## config.mk

```make
export PLATFORM = sky130hd
export DESIGN_NAME = ror_seq_32bit
export DESIGN_NICKNAME = d
export VERILOG_FILES = /design/src/rtl/ror_seq_pkg.sv /design/src/rtl/ror_step.sv /design/src/rtl/ror_seq_32bit.sv
export SDC_FILE = /design/constraint.sdc
export NUM_CORES = 1
export LEC_CHECK = 0
export CORE_MARGIN = 1
export CORE_UTILIZATION = 45
export CTS_BUF_LIST = sky130_fd_sc_hd__clkbuf_16
export DETAILED_ROUTE_END_ITERATION = 6
export PLACE_DENSITY = 0.71
export SLEW_MARGIN = 20
export SYNTH_ARGS = -nofsm -noshare
export SYNTH_HDL_FRONTEND = slang
export SYNTH_HIERARCHICAL = 1
export SYNTH_SLANG_ARGS = --single-unit
```

## constraint.sdc

```tcl
create_clock -name clock -period 3.5 [get_ports clock]
set_input_delay 0.875 -clock clock [delete_from_list [all_inputs] [get_ports clock]]
set_output_delay 0.875 -clock clock [all_outputs]
set_load 0.03 [all_outputs]
```

## src/rtl/ror_seq_pkg.sv

```systemverilog
// Shared types and widths for the sequential rotate unit.
package ror_seq_pkg;
  localparam int DATA_W = 32;
  localparam int AMT_W  = 5;

  typedef enum logic [1:0] {IDLE, BUSY, DONE} ror_state_t;
  typedef logic [DATA_W-1:0] word_t;
endpackage

```

## src/rtl/ror_step.sv

```systemverilog
// Combinational rotate of one word by a small amount (0..STEP).
// With ROR_SEQ_DIR_EN defined a direction input selects rotate-left.
module ror_step
  import ror_seq_pkg::*;
(
  input  word_t            data,
  input  logic [AMT_W-1:0] amt,
`ifdef ROR_SEQ_DIR_EN
  input  logic             dir,
`endif
  output word_t            rot
);
  // amt==0 makes the complementary shift 32, which yields zero: plain pass-through.
  logic [AMT_W:0] inv;
  assign inv = (AMT_W+1)'(DATA_W) - {1'b0, amt};

`ifdef ROR_SEQ_DIR_EN
  assign rot = dir ? ((data << amt) | (data >> inv))
                   : ((data >> amt) | (data << inv));
`else
  assign rot = (data >> amt) | (data << inv);
`endif
endmodule

```

## src/rtl/ror_seq_32bit.sv

```systemverilog
// Multi-cycle 32-bit rotate-right unit, up to STEP bits per clock, valid/ready on
// both sides. Define ROR_SEQ_DIR_EN to add in_dir (1 = rotate left).
module ror_seq_32bit #(
  parameter int DATA_W = 32,
  parameter int STEP   = 4
) (
  input  logic              clock,
  input  logic              reset_n,
  input  logic              in_valid,
  output logic              in_ready,
  input  logic [DATA_W-1:0] in_data,
  input  logic [4:0]        in_amt,
`ifdef ROR_SEQ_DIR_EN
  input  logic              in_dir,
`endif
  output logic              out_valid,
  input  logic              out_ready,
  output logic [DATA_W-1:0] out_data,
  output logic              busy
);
  import ror_seq_pkg::*;

  if (DATA_W != 32) begin : g_bad_width
    $error("ror_seq_32bit: DATA_W must be 32");
  end
  if (STEP < 1 || STEP > 16 || (STEP & (STEP - 1)) != 0) begin : g_bad_step
    $error("ror_seq_32bit: STEP must be a power of 2 in 1..16");
  end

  ror_state_t       state;
  word_t            data_q;
  word_t            step_data;
  logic [AMT_W-1:0] rem;
  logic [AMT_W-1:0] step;
`ifdef ROR_SEQ_DIR_EN
  logic             dir_q;
`endif

  assign step = (rem > AMT_W'(STEP)) ? AMT_W'(STEP) : rem;

  ror_step u_step (
    .data (data_q),
    .amt  (step),
`ifdef ROR_SEQ_DIR_EN
    .dir  (dir_q),
`endif
    .rot  (step_data)
  );

  // data_q only changes outside DONE, so it doubles as the held result.
  assign out_data = data_q;

  always_ff @(posedge clock or negedge reset_n) begin
    if (!reset_n) begin
      state     <= IDLE;
      data_q    <= '0;
      rem       <= '0;
      in_ready  <= 1'b1;
      out_valid <= 1'b0;
      busy      <= 1'b0;
`ifdef ROR_SEQ_DIR_EN
      dir_q     <= 1'b0;
`endif
    end else begin
      case (state)
        IDLE: if (in_valid) begin
          data_q   <= in_data;
          rem      <= in_amt;
          in_ready <= 1'b0;
          busy     <= 1'b1;
`ifdef ROR_SEQ_DIR_EN
          dir_q    <= in_dir;
`endif
          if (in_amt == '0) begin
            state     <= DONE;
            out_valid <= 1'b1;
          end else begin
            state <= BUSY;
          end
        end
        BUSY: begin
          data_q <= step_data;
          rem    <= rem - step;
          if (rem == step) begin
            state     <= DONE;
            out_valid <= 1'b1;
          end
        end
        DONE: if (out_ready) begin
          state     <= IDLE;
          out_valid <= 1'b0;
          busy      <= 1'b0;
          in_ready  <= 1'b1;
        end
        default: begin
          state     <= IDLE;
          out_valid <= 1'b0;
          busy      <= 1'b0;
          in_ready  <= 1'b1;
        end
      endcase
    end
  end
endmodule

```

==> results.txt <==
Layout cells sized above 1 - 18.79%
Die area - 0.01304 sq mm
Die H - 114.2 um
Min Tclk post-route - 3451 ps
CTS root buffer - clkbuf_16
Aggregate global routing overflow - 0
Relative slew slack - 42.50%
Worst-path maximum fanout - 14
Status - complete, no violations
Max-cap viol count - 0
Wire length per cell - 22.88 um
Largest net degree at the start of global routing - 54
Worst path arrival time - 3620 ps
Die Wd - 114.2 um
Filler instances - 1142
First-pass GRT wire length - 31.52 mm
Final Setup Violations - 0
Main area contributors after synthesis - dfrtp_1 18%, mux4_2 17%, mux2i_1 15%
Clock buffer depth - 2
Setup TNS - 0 ps
Reg-to-Reg Start - rem[4]
Main synth FF type - dfrtp_1
RSZ-0062 raised after global routing - false
Startpoint types - register
I/O pin cnt - 76
Port bufs - 75
Fin cells - 897
CP required - 3670 ps
CP Launch Point - rem[4]
Top cell type's share of synthesized area - 18.11%
Num rows - 40
# Post-CTS Setup Buffers - 0
Yosys Warn Count - 6
Iter 0 DRT Violations - 738
Hold Path Class - reg -> reg
Hold Crit Start - out_valid
Number of antenna violations at the first check in global routing - 0
Area leader, netlist - dfrtp_1
Post-DRT Antenna Nets - 0
EDFF count, synth - 0
Cell variety after synth - 61
Avg Cell Area, Syn - 8.729 sq um
Routed WL - 20.52 mm
Layout Utilization - 56.94%
TritonCTS clock tree - yes
Async SR Flop Fraction - 100.0%
Core region area - 0.01216 sq mm
Cell count after placement - 889
Hold WS - 503.2 ps
Clk_skew - 7.483 ps
Total CTS buffers - 5
Setup CP Type - reg -> reg
Routability cong. - 0.9728
Worst-Skew Late Latency - 290 ps
Worst Max-Slew Pin Slew - 838.6 ps
R2R cell count - 13
Final HPWL DP - 15.50 mm
RR Endpoint - out_data[13]
Vias per cell - 6.406
CP Capture Type - register
Yosys reg bits - 42
Clock slew at reported path FFs - 60 ps
TritonCTS Sinks - 42
Mapped cell area - 0.005665 sq mm
H-tree levels - 2
Slew Viols, Final - 0
Total Routing Usage GR - 32.28%
Reg-to-reg slack, setup - 50 ps
Post-layout nets - 772
N_diodes - 0
Worst setup endpoint - out_data[13]
Starting density of the core - 46.58%
Final Hold Viols - 0
Vias in the first global route - 5331
Sequential area share after synthesis - 18.57%
Via count - 5746
DRT Pass-1 Iters - 5
F_max - 289.7 MHz
Area grow syn2layout - 22.24%
Cells after Synth - 649
Final period utilization - 98.61%
DRC viols - 0
[sequential cells by signal, summed over array words and instances, names as in the netlist]
register and flops:
rem 5, state 2, in_ready 1, out_data 32
out_valid 1, busy 1
[layout by cell type, fill, tap and decap left out, types with 3 or more instances in the layout]
| master | n |
|---|---|
| mux4_2 | 43 |
| inv_1 | 5 |
| a31oi_1 | 5 |
| o221ai_1 | 13 |
| ha_1 | 3 |
| nand2_1 | 129 |
| mux2i_1 | 85 |
| a21oi_1 | 29 |
| nor2_4 | 3 |
| o211ai_1 | 19 |
| mux2_1 | 20 |
| o21ai_0 | 54 |
| buf_12 | 4 |
| o22ai_1 | 3 |
| clkdlybuf4s50_1 | 74 |
| nand2b_1 | 7 |
| nor3_1 | 6 |
| clkbuf_16 | 5 |
| nand3_1 | 12 |
| inv_2 | 4 |
| o31ai_1 | 3 |
| nor3b_1 | 3 |
| a22oi_1 | 7 |
| a2bb2oi_1 | 4 |
| dfrtp_1 | 41 |
| o21ai_1 | 10 |
| o21a_1 | 3 |
| nor2b_1 | 3 |
| conb_1 | 8 |
| mux2_2 | 14 |
| nor2_1 | 25 |
| buf_4 | 44 |
[layout make-up]
cell class | instances | area (sq um) | area share, %
clock buffer | 5 | 125.1 | 1.807
clock inverter | 3 | 20.02 | 0.2891
inverter | 9 | 33.78 | 0.4878
multi-input combinational | 547 | 4322 | 62.40
sequential | 42 | 1052 | 15.19
tap | 168 | 210.2 | 3.035
timing repair buffer | 123 | 1162 | 16.78
[kinds of logic (layout without fill, tap and decap cells)]
group / Yosys count / in the layout / synth area share [%]
xor+xnor: 4 / 4 / 1.016
flops: 42 / 42 / 18.57
other cells: 2 / 8 / 0.1326
fa+ha+maj: 3 / 3 / 0.6626
buf+inv: 66 / 140 / 6.228
mux: 162 / 162 / 38.87
simple gates: 202 / 202 / 15.70
compound gates: 168 / 168 / 18.82
[cell usage after synthesis, types with 6 or more instances]
library cell and instances:
a22oi_1 7, clkbuf_1 22, nand2b_1 7, o221ai_1 13, buf_2 14, nand2_1 129
a21oi_1 29, dfrtp_1 41, mux2_1 20, o21ai_1 10, mux2i_1 85, mux4_2 43
mux2_2 14, nor3_1 6, o211ai_1 19, buf_4 13, nor2_1 27, o21ai_0 54
nand3_1 12
[stage by stage]
step,worst slack (ps),area (sq um)
3_5_place_dp,37.33,6769
2_1_floorplan,10.41,5712
5_1_grt,1.250,6925
6_report,48.74,6925
4_1_cts,5.277,6914
3_3_place_gp,82.45,6769
[critical path, stage by stage (launching register included)]
cell      delay [ps]
dfrtp_1          380
or3_4            440
nor2_4           170
inv_2             50
ha_1             330
buf_12           160
mux2_1           340
mux2_2           320
mux2_1           300
mux2i_1          160
buf_4            180
o221ai_1         180
mux2i_1          210
o21ai_0           90
[timing repair]
| item | CTS | global route |
|---|---|---|
| endpoints found under the setup margin | 0 | 15 |
| hold buffers | 0 | 0 |
| resized for setup | 0 | 2 |
[worst min path at each step]
stage	to	cells past startpoint
6_report	out_valid	2
2_1_floorplan	rem[1]	2
3_5_place_dp	out_valid	2
5_1_grt	out_valid	2
4_1_cts	out_valid	2
3_3_place_gp	out_valid	2
[layer usage]
layer	wire, um	track usage, %	vias to the layer above
met5	0	0	-
met4	558	10.48	0
met3	1984	3.759	38
met2	9172	48.73	329
met1	8808	48.05	2785
li1	-	-	2594
Power is not shown: default switching activity piles up to over one toggle a cycle in this logic, so the estimate is an artifact.
